## src/rtl/i4201_clkgen.sv

```systemverilog
// i4201_clkgen: two-phase MCS-4 clock (clk1/clk2) and power-on-clear generator.
// One period is CLK1_WIDTH + GAP_12 + CLK2_WIDTH + GAP_21 sysclk cycles, and the
// phases never overlap. Every output is registered from the decode of the next
// position, so the outputs are glitch-free. The sysclk-domain strobes
// period_start and clk2_fall let local logic avoid edge detection.
// Optional feature macro: CLKGEN_STEP_EN (halt / single-step between periods).
module i4201_clkgen #(
  parameter int CLK1_WIDTH  = 8,
  parameter int GAP_12      = 4,
  parameter int CLK2_WIDTH  = 8,
  parameter int GAP_21      = 4,
  parameter int POC_PERIODS = 64
) (
  input  logic sysclk,
  input  logic sysreset,
  input  logic poc_req,
  input  logic halt,
  input  logic step,
  output logic clk1,
  output logic clk2,
  output logic poc,
  output logic period_start,
  output logic clk2_fall,
  output logic halted
);

  localparam int P     = CLK1_WIDTH + GAP_12 + CLK2_WIDTH + GAP_21;
  localparam int PW    = $clog2(P);
  localparam int CW    = $clog2(POC_PERIODS + 1);
  localparam int C2_LO = CLK1_WIDTH + GAP_12;
  localparam int C2_HI = C2_LO + CLK2_WIDTH;
  localparam logic [PW-1:0] LAST = PW'(P - 1);

  if (CLK1_WIDTH < 1 || GAP_12 < 1 || CLK2_WIDTH < 1 || GAP_21 < 1 || POC_PERIODS < 1) begin : g_param_error
    $error("i4201_clkgen: every width, gap and POC_PERIODS must be >= 1");
  end

  logic [PW-1:0] pos;
  logic [PW-1:0] next_pos;
  logic [CW-1:0] cnt;
  logic          started;
  logic          req_s1;
  logic          req_s2;
  logic          hold;
  logic          wrap;
  logic          clk1_nxt;
  logic          clk2_nxt;

`ifdef CLKGEN_STEP_EN
  logic halt_s1;
  logic halt_s2;
  logic step_s1;
  logic step_s2;
  logic step_d;
  logic step_rise;

  // Two-FF synchronizers for halt and step, plus the previous synced step for its rising edge
  always_ff @(posedge sysclk or posedge sysreset) begin
    if (sysreset) begin
      halt_s1 <= 1'b0;
      halt_s2 <= 1'b0;
      step_s1 <= 1'b0;
      step_s2 <= 1'b0;
      step_d  <= 1'b0;
    end else begin
      halt_s1 <= halt;
      halt_s2 <= halt_s1;
      step_s1 <= step;
      step_s2 <= step_s1;
      step_d  <= step_s2;
    end
  end

  assign step_rise = step_s2 & ~step_d;
  // Freeze only at the end of a period; a fresh step while frozen lets one period through
  assign hold = halt_s2 & (pos == LAST) & ~(halted & step_rise);
`else
  logic unused_step_inputs;
  assign unused_step_inputs = halt ^ step;
  assign hold = 1'b0;
`endif

  // Next position and phase decode; the first edge out of reset is not a completed period
  always_comb begin
    next_pos = pos;
    if (hold) begin
      next_pos = LAST;
    end else if (pos == LAST) begin
      next_pos = '0;
    end else begin
      next_pos = pos + PW'(1);
    end
    wrap     = started & (pos == LAST) & ~hold;
    clk1_nxt = int'(next_pos) < CLK1_WIDTH;
    clk2_nxt = (int'(next_pos) >= C2_LO) && (int'(next_pos) < C2_HI);
  end

  // Position counter and registered clock/strobe outputs
  always_ff @(posedge sysclk or posedge sysreset) begin
    if (sysreset) begin
      pos          <= LAST;
      started      <= 1'b0;
      clk1         <= 1'b0;
      clk2         <= 1'b0;
      period_start <= 1'b0;
      clk2_fall    <= 1'b0;
      halted       <= 1'b0;
    end else begin
      pos          <= next_pos;
      started      <= 1'b1;
      clk1         <= clk1_nxt;
      clk2         <= clk2_nxt;
      period_start <= (next_pos == '0);
      clk2_fall    <= clk2 & ~clk2_nxt;
      halted       <= hold;
    end
  end

  // poc_req synchronizer
  always_ff @(posedge sysclk or posedge sysreset) begin
    if (sysreset) begin
      req_s1 <= 1'b0;
      req_s2 <= 1'b0;
    end else begin
      req_s1 <= poc_req;
      req_s2 <= req_s1;
    end
  end

  // Power-on clear: held by a synced request, released on the wrap that completes POC_PERIODS
  always_ff @(posedge sysclk or posedge sysreset) begin
    if (sysreset) begin
      cnt <= '0;
      poc <= 1'b1;
    end else if (req_s2) begin
      cnt <= '0;
      poc <= 1'b1;
    end else if (wrap && poc) begin
      if (int'(cnt) < POC_PERIODS) begin
        cnt <= cnt + CW'(1);
      end
      if (int'(cnt) + 1 >= POC_PERIODS) begin
        poc <= 1'b0;
      end
    end
  end

endmodule
```

## config.mk

```make
export PLATFORM = sky130hd
export DESIGN_NAME = i4201_clkgen
export DESIGN_NICKNAME = d
export VERILOG_FILES = /design/src/rtl/i4201_clkgen.sv
export SDC_FILE = /design/constraint.sdc
export NUM_CORES = 1
export LEC_CHECK = 0
export CAP_MARGIN = 25
export CELL_PAD_IN_SITES_DETAIL_PLACEMENT = 1
export CELL_PAD_IN_SITES_GLOBAL_PLACEMENT = 1
export CORE_ASPECT_RATIO = 1.5
export CORE_MARGIN = 3
export CORE_UTILIZATION = 38
export DETAILED_ROUTE_END_ITERATION = 8
export PLACE_DENSITY = 0.69
export SLEW_MARGIN = 10
export SYNTH_ARGS = -nofsm -noshare
export SYNTH_HDL_FRONTEND = slang
export SYNTH_SLANG_ARGS = --single-unit
export TNS_END_PERCENT = 5
```

## constraint.sdc

```tcl
create_clock -name sysclk -period 1.8 [get_ports sysclk]
set_input_delay 0.18 -clock sysclk [delete_from_list [all_inputs] [get_ports sysclk]]
set_output_delay 0.18 -clock sysclk [all_outputs]
set_load 0.005 [all_outputs]
```

==> results of run 1 <==
-- cells in the mapped netlist --
master	n
o2111ai_1	1
or4b_1	1
and4_1	1
nand3b_1	1
nor2_1	7
buf_1	1
o21bai_1	1
nor4b_1	1
dfrtp_1	15
nand4b_4	1
ha_1	2
nand2_1	8
or2b_1	1
mux2_2	1
nor3b_1	1
nand4_1	1
nor4_1	3
buf_6	2
or3_1	2
and2_1	1
buf_4	2
xor2_1	2
a21oi_1	7
conb_1	2
o311ai_1	1
a211oi_1	1
inv_1	5
a2111o_1	1
or4_1	4
nor2b_1	3
and4b_1	1
clkbuf_1	1
o21ai_0	3
buf_2	2
or4bb_1	1
and3b_1	1
nand3_1	4
dfstp_2	5
o31ai_1	4
mux2_1	1
-- layout make-up --
class | instances | share of cell area
flip-flops and latches | 20 | 0.418
multi-input cells | 70 | 0.389
clock buffers | 4 | 0.0299
inverters | 5 | 0.0155
repair buffers | 15 | 0.110
well taps | 36 | 0.0372
-- cells by family (layout without fill, tap and decap cells) --
| logic type | Yosys count | count (layout) | share of synthesized area |
|---|---|---|---|
| AOI/OAI and AO/OA | 19 | 19 | 0.118 |
| xor gates and xnor gates | 2 | 2 | 0.0167 |
| and+or+nand+nor | 43 | 43 | 0.260 |
| other | 2 | 2 | 0.00715 |
| DFF | 20 | 20 | 0.483 |
| adders and majority gates | 2 | 2 | 0.0238 |
| buffers and inverters | 13 | 24 | 0.0703 |
| muxes | 2 | 2 | 0.0215 |
-- what timing repair did --
action	in CTS	in global routing
setup endpoints to repair	0	5
setup buffers	0	1
resized for setup	0	2
-- power breakdown --
group	switching [mW]	internal, mW
logic	0.0151	0.00759
registers	0.00585	0.454
clock network	0.134	0.123
total	0.155	0.585
-- registers in the layout (all words and copies together), names as in the netlist --
register	flops
cnt	7
pos	5
clk1	1
clk2	1
clk2_fall	1
period_start	1
poc	1
req_s1	1
req_s2	1
started	1
-- worst max-delay path by stage --
stage | to | cells after the start
after global routing | cnt[6] | 4
final | cnt[6] | 4
after global placement | clk2_fall | 5
after floorplan | cnt[5] | 6
after CTS | clk2_fall | 5
after detailed placement | clk2_fall | 5
-- through the flow --
| step | hold WS [ns] | area [sq um] | util | power (mW) |
|---|---|---|---|---|
| 2_1_floorplan | 0.140 | 1050 | - | 0.481 |
| 3_3_place_gp | 0.336 | 1160 | 0.459 | 0.490 |
| 3_5_place_dp | 0.351 | 1160 | 0.459 | 0.492 |
| 4_1_cts | 0.198 | 1200 | 0.473 | 0.748 |
| 5_1_grt | 0.206 | 1210 | 0.479 | 0.779 |
| 6_report | 0.193 | 1210 | 0.479 | 0.740 |
-- critical path, delay by kind of cell, from the launching register on --
family / cells / cell delay, ns
AND/OR/NAND/NOR: 2 / 0.72
AO/OA/AOI/OAI: 1 / 0.17
adder cells (fa/ha/maj): 1 / 0.21
flip-flops: 1 / 0.55
-- per-layer routing --
layer | up-vias | global-route usage | part of all wire
met4 | 0 | 0.0854 | 0.021
met2 | 3 | 0.284 | 0.60
met3 | 4 | 0.0256 | 0.011
met1 | 407 | 0.142 | 0.37
met5 | - | 0 | 0
li1 | 389 | - | -
==> run_results.csv, run 1 <==
group,metric,value,unit
outcome,status,"complete, no violations",
job,cap_violations,0,
place,dp_hpwl,1.65,mm
global_routing,grt-ovfl-total,0,
critical_path,arrival,1.95,ns
layout,n_fill_cell,299,
power,power_density,610,nW/um^2
detailed_routing,num_vias,803,
critical_path,rr_startpoint,"pos[0]",
detailed_routing,drtPass1Iterations,3,
die,core_area,2530,sq um
min_path,hold_path_class,"input port to asynchronous set/reset pin",
clocking,clk_transition_reported_paths,0.11,ns
timing,finalSetupTns,0,ns
die,initial_core_util,0.415,
timing,final-setup-viol-count,0,
place,gp_congestion,0.768,
global_routing,antenna_found_initial,0,
clocking,cts.sinks,20,
yosys,synth_nets,110,
timing,max_freq,580,MHz
yosys,synth_top_area_frac,0.358,
layout,area_growth,15.5,%
place,dp.cells,145,
power,ir_drop,0.385,mV
clocking,htree_levels,1,
timing,fin_skew,0.00679,ns
detailed_routing,ant_nets,0,
clocking,cts_tree,"yes",
timing,min_period_over_period,0.958,
timing,rsz0062_at_grt,"no",
global_routing,grt_max_degree,21,
die,die_x,48.9,um
detailed_routing,drc,0,
yosys,synthTopCellsByArea,"dfrtp_1 (36%), dfstp_2 (13%), a21oi_1 (3.3%), nand2_1 (2.9%), o31ai_1 (2.9%)",
critical_path,r2r_cells,4,
die,die_h,70.4,um
timing,setup_slack,0.0754,ns
yosys,ys_ff_latch,20,
power,p_leak,0.548,nW
critical_path,cp_data_required_time,2.03,ns
layout,final_cells,150,
yosys,synthCells,103,
yosys,syn_avg_cell_area,10.2,sq um
detailed_routing,avgRoutedWirePerCell,14.5,um
layout,layout_common_cells,"dfrtp_1 (15), nand2_1 (8)",
yosys,synth_top_cell_by_area,"dfrtp_1",
place,post-place-ws,0.0290,ns
clocking,cts_buffer_depth,2,
layout,layout-drive-gt1-share,0.175,
critical_path,critPathMaxFanout,11,
global_routing,gr-usage-all-layers,0.148,
die,rows,22,
clocking,cts_root_buf,"clkbuf_4",
detailed_routing,wl,2.17,mm
die,boundaryPins,11,
yosys,yosysWarningCount,0,
critical_path,slowest_stage,"dfstp_2",
timing,hold_violations,0,
layout,multi_input_area,472,sq um
layout,nets,122,
global_routing,grt_pass1_vias,870,
critical_path,crit_type,"register to register",
yosys,ys_seq_area_frac,0.483,
critical_path,critical_path.max_stage_delay,0.55,ns
timing,slew_violations,0,
critical_path,crit_start,"pos[0]",
die,die-area,3440,sq um
layout,diodes,0,
critical_path,start_kind,"register",
layout,layout.area.seq,507,sq um
timing,fin_crit,1.72,ns
critical_path,r2r_end,"cnt[6]",
clocking,holdBufCountCts,0,
global_routing,grt_pass1_wl,3.83,mm
yosys,ys_types,40,
detailed_routing,vias_per_cell,5.35,
layout,layout_commonest_cell,"dfrtp_1",
yosys,netlist_area,1050,sq um
place,io_buffers,7,
critical_path,path_cells,"ha_2 -> nand4b_4 -> or4_1 -> a21oi_1",
clocking,insertion_delay,0.30,ns
detailed_routing,drt_iter0_markers,8,
critical_path,end_kind,"register",
critical_path,ff2ff_setup_slack,0.08,ns
clocking,numCtsBuffers,3,
Note: power is estimated with default switching activity, not from simulation.
==> inputs of run 2 (changes only) <==
--- a/config.mk
+++ b/config.mk
@@ -5,14 +5,13 @@
 export SDC_FILE = /design/constraint.sdc
 export NUM_CORES = 1
 export LEC_CHECK = 0
-export CAP_MARGIN = 25
 export CELL_PAD_IN_SITES_DETAIL_PLACEMENT = 1
 export CELL_PAD_IN_SITES_GLOBAL_PLACEMENT = 1
 export CORE_ASPECT_RATIO = 1.5
 export CORE_MARGIN = 3
-export CORE_UTILIZATION = 38
+export CORE_UTILIZATION = 42
 export DETAILED_ROUTE_END_ITERATION = 8
-export PLACE_DENSITY = 0.69
+export PLACE_DENSITY = 0.73
 export SLEW_MARGIN = 10
 export SYNTH_ARGS = -nofsm -noshare
 export SYNTH_HDL_FRONTEND = slang
==> constraint.sdc (replaced) <==
create_clock -name sysclk -period 1.6 [get_ports sysclk]
set_input_delay 0.16 -clock sysclk [delete_from_list [all_inputs] [get_ports sysclk]]
set_output_delay 0.16 -clock sysclk [all_outputs]
set_load 0.005 [all_outputs]
==> run 2 against run 1 <==
Compared with the run above: the run now ends with setup timing left; sequential power up 12%; largest cell class is now multi-input gates; clock power barely moved; power is 8.5% higher; highest routed layer unchanged; setup slack worse by 0.12 ns; critical path depth increased by 1; fmax is 4.7% higher; register-to-register slack got worse by 0.12 ns; flip-flop and latch count unchanged; worst hold slack got worse by 0.026 ns; sequential share of layout area shrank 4.2 points; non-clock buffer count grew 10.
==> run_results.csv, run 2 (synthesis results as in run 1) <==
group,metric,value,unit
layout,top_regs,"cnt x7, pos x5",
timing,fin_crit,1.65,ns
layout,largest_reg_flops,7,
global_routing,grt-ovfl-total,0,
die,die_h,67.2,um
die,core_area,2310,sq um
power,p_leak,0.630,nW
detailed_routing,num_vias,870,
outcome,status,"finished with violations",
clocking,htree_levels,1,
die,rows,21,
power,netSwitchingPower,184,uW
timing,min_period_over_period,1.03,
layout,top_register,"cnt",
power,cellInternalPower,619,uW
power,comb_power_share,0.039,
clocking,clk_transition_reported_paths,0.12,ns
detailed_routing,drt_iter0_markers,17,
clocking,cts_root_buf,"clkbuf_4",
timing,max_freq,607,MHz
critical_path,cp_data_required_time,1.78,ns
place,io_buffers,7,
clocking,numCtsBuffers,3,
clocking,cts_buffer_depth,2,
die,die-area,3150,sq um
clocking,holdBufCountCts,0,
critical_path,start_kind,"register",
detailed_routing,wl,2.69,mm
critical_path,end_kind,"register",
global_routing,grt_pass1_wl,4.09,mm
layout,layout-drive-gt1-share,0.328,
layout,layout_commonest_cell,"buf_4",
critical_path,critPathMaxFanout,5,
die,die_x,46.8,um
layout,nets,133,
critical_path,crit_type,"register to register",
job,cap_violations,0,
layout,layout_common_cells,"buf_4 (16), dfrtp_1 (15), nand2_1 (8)",
detailed_routing,ant_nets,0,
critical_path,critical_path.max_stage_delay,0.57,ns
clocking,cts.sinks,20,
clocking,cts_tree,"yes",
detailed_routing,drc,0,
timing,finalSetupTns,-0.128,ns
timing,slew_violations,0,
place,dp_hpwl,1.66,mm
die,boundaryPins,11,
detailed_routing,avgRoutedWirePerCell,18.2,um
power,power_density,596,nW/um^2
global_routing,gr-usage-all-layers,0.181,
critical_path,crit_family,"flip-flops",
power,switching_share,0.229,
critical_path,arrival,1.83,ns
timing,fin_skew,0.0121,ns
layout,area_growth,28.4,%
place,post-place-ws,-0.0623,ns
global_routing,grt_max_degree,21,
die,initial_core_util,0.454,
timing,final-setup-viol-count,5,
clocking,insertion_delay,0.31,ns
place,gp_congestion,0.817,
min_path,hold_path_class,"input port to asynchronous set/reset pin",
critical_path,slowest_stage,"dfstp_2",
layout,diodes,0,
power,ir_drop,0.469,mV
global_routing,antenna_found_initial,0,
power,clkPwrFrac,0.317,
timing,hold_violations,0,
global_routing,grt_pass1_vias,960,
critical_path,path_buf_inv,1,
timing,rsz0062_at_grt,"yes",
outcome,violations,"setup timing",
detailed_routing,vias_per_cell,5.88,
detailed_routing,drtPass1Iterations,4,
timing,setup_slack,-0.0472,ns
critical_path,path_cells,"ha_4 -> buf_4 -> nand4b_2 -> o31ai_1 -> a21oi_2",
power,sequentialPowerShare,0.644,
-- run 2: area by class of cell --
type                    count  area, sq um
inverters                   5         18.8
fillers                   255          965
flip-flops and latches     20          507
clock buffers               4         26.3
multi-input cells          71          556
well taps                  23         28.8
repair buffers             25          211
-- run 2: metal layers --
metal	wire length [um]	GRT usage
met2	1500	0.315
met3	43	0.0347
met4	80	0.104
met1	1070	0.192
met5	0	0
-- run 2: power by group through the flow --
stage          clock [mW]  combinational, mW  sequential, mW
6_report            0.255             0.0312           0.517
5_1_grt             0.281             0.0352           0.518
4_1_cts             0.263             0.0307           0.517
3_5_place_dp            0             0.0306           0.526
3_3_place_gp            0             0.0295           0.526
2_1_floorplan           0             0.0186           0.522
-- run 2: worst paths after layout --
path,from,end,slack [ns],cells past startpoint
setup / recovery,pos[0],cnt[4],-0.05,5
hold / removal,sysreset,req_s2,0.17,3
setup reg to reg,pos[0],cnt[4],-0.05,5
hold reg to reg,req_s1,req_s2,0.37,0
max in group asynchronous,sysreset,pos[4],1.15,3
min in group sysclk,poc_req,req_s1,0.29,1
-- run 2: worst reg2reg max path, stage by stage (launching register included) --
cell and delay (ns):
dfstp_2 0.57, ha_4 0.18, buf_4 0.12, nand4b_2 0.14, o31ai_1 0.41, a21oi_2 0.10
-- run 2: timing repair --
item                       4_1_cts  5_1_grt
setup buffers                    2        3
gates resized for setup          2       13
pin swaps                        6        1
setup endpoints to repair        6       11
gates cloned                     1        0
-- run 2: per-stage QoR --
stage | power [mW] | hold slack (ns) | instance area, sq um | utilization | std cells
after floorplan | 0.541 | 0.120 | 1070 | - | 103
after global placement | 0.555 | 0.336 | 1200 | 0.521 | 138
after detailed placement | 0.556 | 0.345 | 1200 | 0.521 | 138
after CTS | 0.810 | 0.173 | 1260 | 0.547 | 145
after global routing | 0.834 | 0.213 | 1350 | 0.583 | 148
final | 0.803 | 0.167 | 1350 | 0.583 | 148
==> inputs of run 3 (changes only) <==
--- a/config.mk
+++ b/config.mk
@@ -11,7 +11,7 @@
 export CORE_MARGIN = 3
 export CORE_UTILIZATION = 42
 export DETAILED_ROUTE_END_ITERATION = 8
-export PLACE_DENSITY = 0.73
+export PLACE_DENSITY = 0.8
 export SLEW_MARGIN = 10
 export SYNTH_ARGS = -nofsm -noshare
 export SYNTH_HDL_FRONTEND = slang
==> run 3 against run 2 <==
Compared with the run above: the flow still finishes with violations (setup timing); cell area is essentially flat; clock skew shrank 0.0077 ns; via count shrank 5.3%; clock power grew 13%; sequential share of layout area is essentially flat; sequential power is essentially flat; critical path depth grew 1; routed wire length shrank 5.8%; first-iteration DRC count shrank 59%; critical endpoint unchanged; highest routed layer unchanged.
==> run_results.csv, run 3 (synthesis results as in run 1) <==
group,metric,value,unit
outcome,status,"finished with violations",
outcome,violations,"setup timing",
power,sequentialPowerShare,0.617,
power,netSwitchingPower,178,uW
layout,stdcell_area,1350,sq um
critical_path,ff2ff_setup_slack,-0.01,ns
power,comb_power_share,0.039,
layout,final_util,0.583,
clocking,cts_buffer_depth,2,
min_path,hold_path_class,"input port to asynchronous set/reset pin",
timing,final-setup-viol-count,2,
global_routing,grt_pass1_vias,961,
critical_path,cp_data_required_time,1.78,ns
clocking,cts_root_buf,"clkbuf_4",
clocking,insertion_delay,0.30,ns
clocking,numCtsBuffers,3,
detailed_routing,num_vias,824,
critical_path,crit_type,"register to register",
detailed_routing,drc,0,
place,post-place-ws,-0.107,ns
die,die_h,67.2,um
clocking,cts_tree,"yes",
place,io_buffers,7,
detailed_routing,avgRoutedWirePerCell,17.2,um
global_routing,grt_max_degree,21,
timing,slew_violations,0,
timing,max_freq,621,MHz
layout,layout-drive-gt1-share,0.323,
layout,largest_reg_flops,7,
detailed_routing,drt_iter0_markers,7,
timing,rsz0062_at_grt,"yes",
clocking,holdBufCountCts,0,
timing,min_period_over_period,1.01,
die,core_area,2310,sq um
clocking,htree_levels,1,
layout,top_register,"cnt",
layout,layout_common_cells,"buf_4 (16), dfrtp_1 (15), nand2_1 (8)",
clocking,cts.sinks,20,
power,ir_drop,0.419,mV
power,p_leak,0.599,nW
layout,layout_commonest_cell,"buf_4",
global_routing,gr-usage-all-layers,0.196,
die,die_x,46.8,um
critical_path,start_kind,"register",
power,power,839,uW
place,gp_congestion,0.801,
detailed_routing,drtPass1Iterations,3,
die,boundaryPins,11,
detailed_routing,ant_nets,0,
place,dp_hpwl,1.87,mm
critical_path,arrival,1.79,ns
timing,fin_skew,0.00433,ns
critical_path,critPathMaxFanout,8,
clocking,clk_transition_reported_paths,0.11,ns
power,cellInternalPower,661,uW
die,rows,21,
layout,nets,132,
global_routing,grt_pass1_wl,4.33,mm
detailed_routing,wl,2.53,mm
power,switching_share,0.212,
layout,diodes,0,
timing,fin_crit,1.61,ns
global_routing,grt-ovfl-total,0,
detailed_routing,vias_per_cell,5.61,
timing,hold_violations,0,
die,initial_core_util,0.454,
power,clkPwrFrac,0.344,
die,die-area,3150,sq um
layout,top_regs,"cnt x7, pos x5",
place,placed_area,1200,sq um
critical_path,end_kind,"register",
timing,setup_slack,-0.0111,ns
layout,area_growth,28.5,%
power,power_density,622,nW/um^2
global_routing,antenna_found_initial,0,
job,cap_violations,0,
run 3: worst paths after layout:
kind | from | depth (start not counted) | to
setup / recovery | pos[0] | 6 | cnt[4]
hold / removal | sysreset | 3 | cnt[5]
setup reg to reg | pos[0] | 6 | cnt[4]
hold reg to reg | req_s1 | 0 | req_s2
max in group asynchronous | sysreset | 3 | poc
min in group sysclk | poc_req | 1 | req_s1
run 3: critical path: stages (launching register included):
cell      delay [ns]
dfstp_2         0.57
ha_4            0.16
nand4b_4        0.16
buf_6           0.16
buf_4           0.13
o31ai_4         0.23
a21oi_2         0.07
run 3: stage by stage:
stage	hold slack, ns	cells	TNS [ns]
2_1_floorplan	0.120	103	-0.121
3_3_place_gp	0.336	138	-0.0200
3_5_place_dp	0.350	138	-0.228
4_1_cts	0.171	145	-0.0834
5_1_grt	0.190	147	-0.538
6_report	0.174	147	-0.0210
run 3: layout make-up:
type / instances / area, sq um
timing repair buffer: 25 / 211
tap: 23 / 28.8
sequential: 20 / 507
inverter: 5 / 18.8
multi-input combinational: 70 / 547
clock buffer: 4 / 36.3
fill: 260 / 963
run 3: repair_timing:
| item | in CTS | in global routing |
|---|---|---|
| gates resized for setup | 3 | 15 |
| setup endpoints to repair | 6 | 8 |
| setup buffers | 3 | 2 |
| pin swaps | 4 | 3 |
| gates cloned | 0 | 0 |
run 3: routing by layer:
metal  up-vias  GRT usage  part of all wire
met5         -          0                 0
met2         6      0.376              0.58
met3         4     0.0240             0.015
li1        408          -                 -
met4         0     0.0830             0.022
met1       406      0.198              0.38
run 3: power groups by stage:
stage	Combinational, mW	Sequential (mW)	Clock, mW
2_1_floorplan	0.0186	0.522	0
3_3_place_gp	0.0290	0.525	0
3_5_place_dp	0.0315	0.526	0
4_1_cts	0.0316	0.517	0.308
5_1_grt	0.0365	0.519	0.318
6_report	0.0325	0.518	0.289
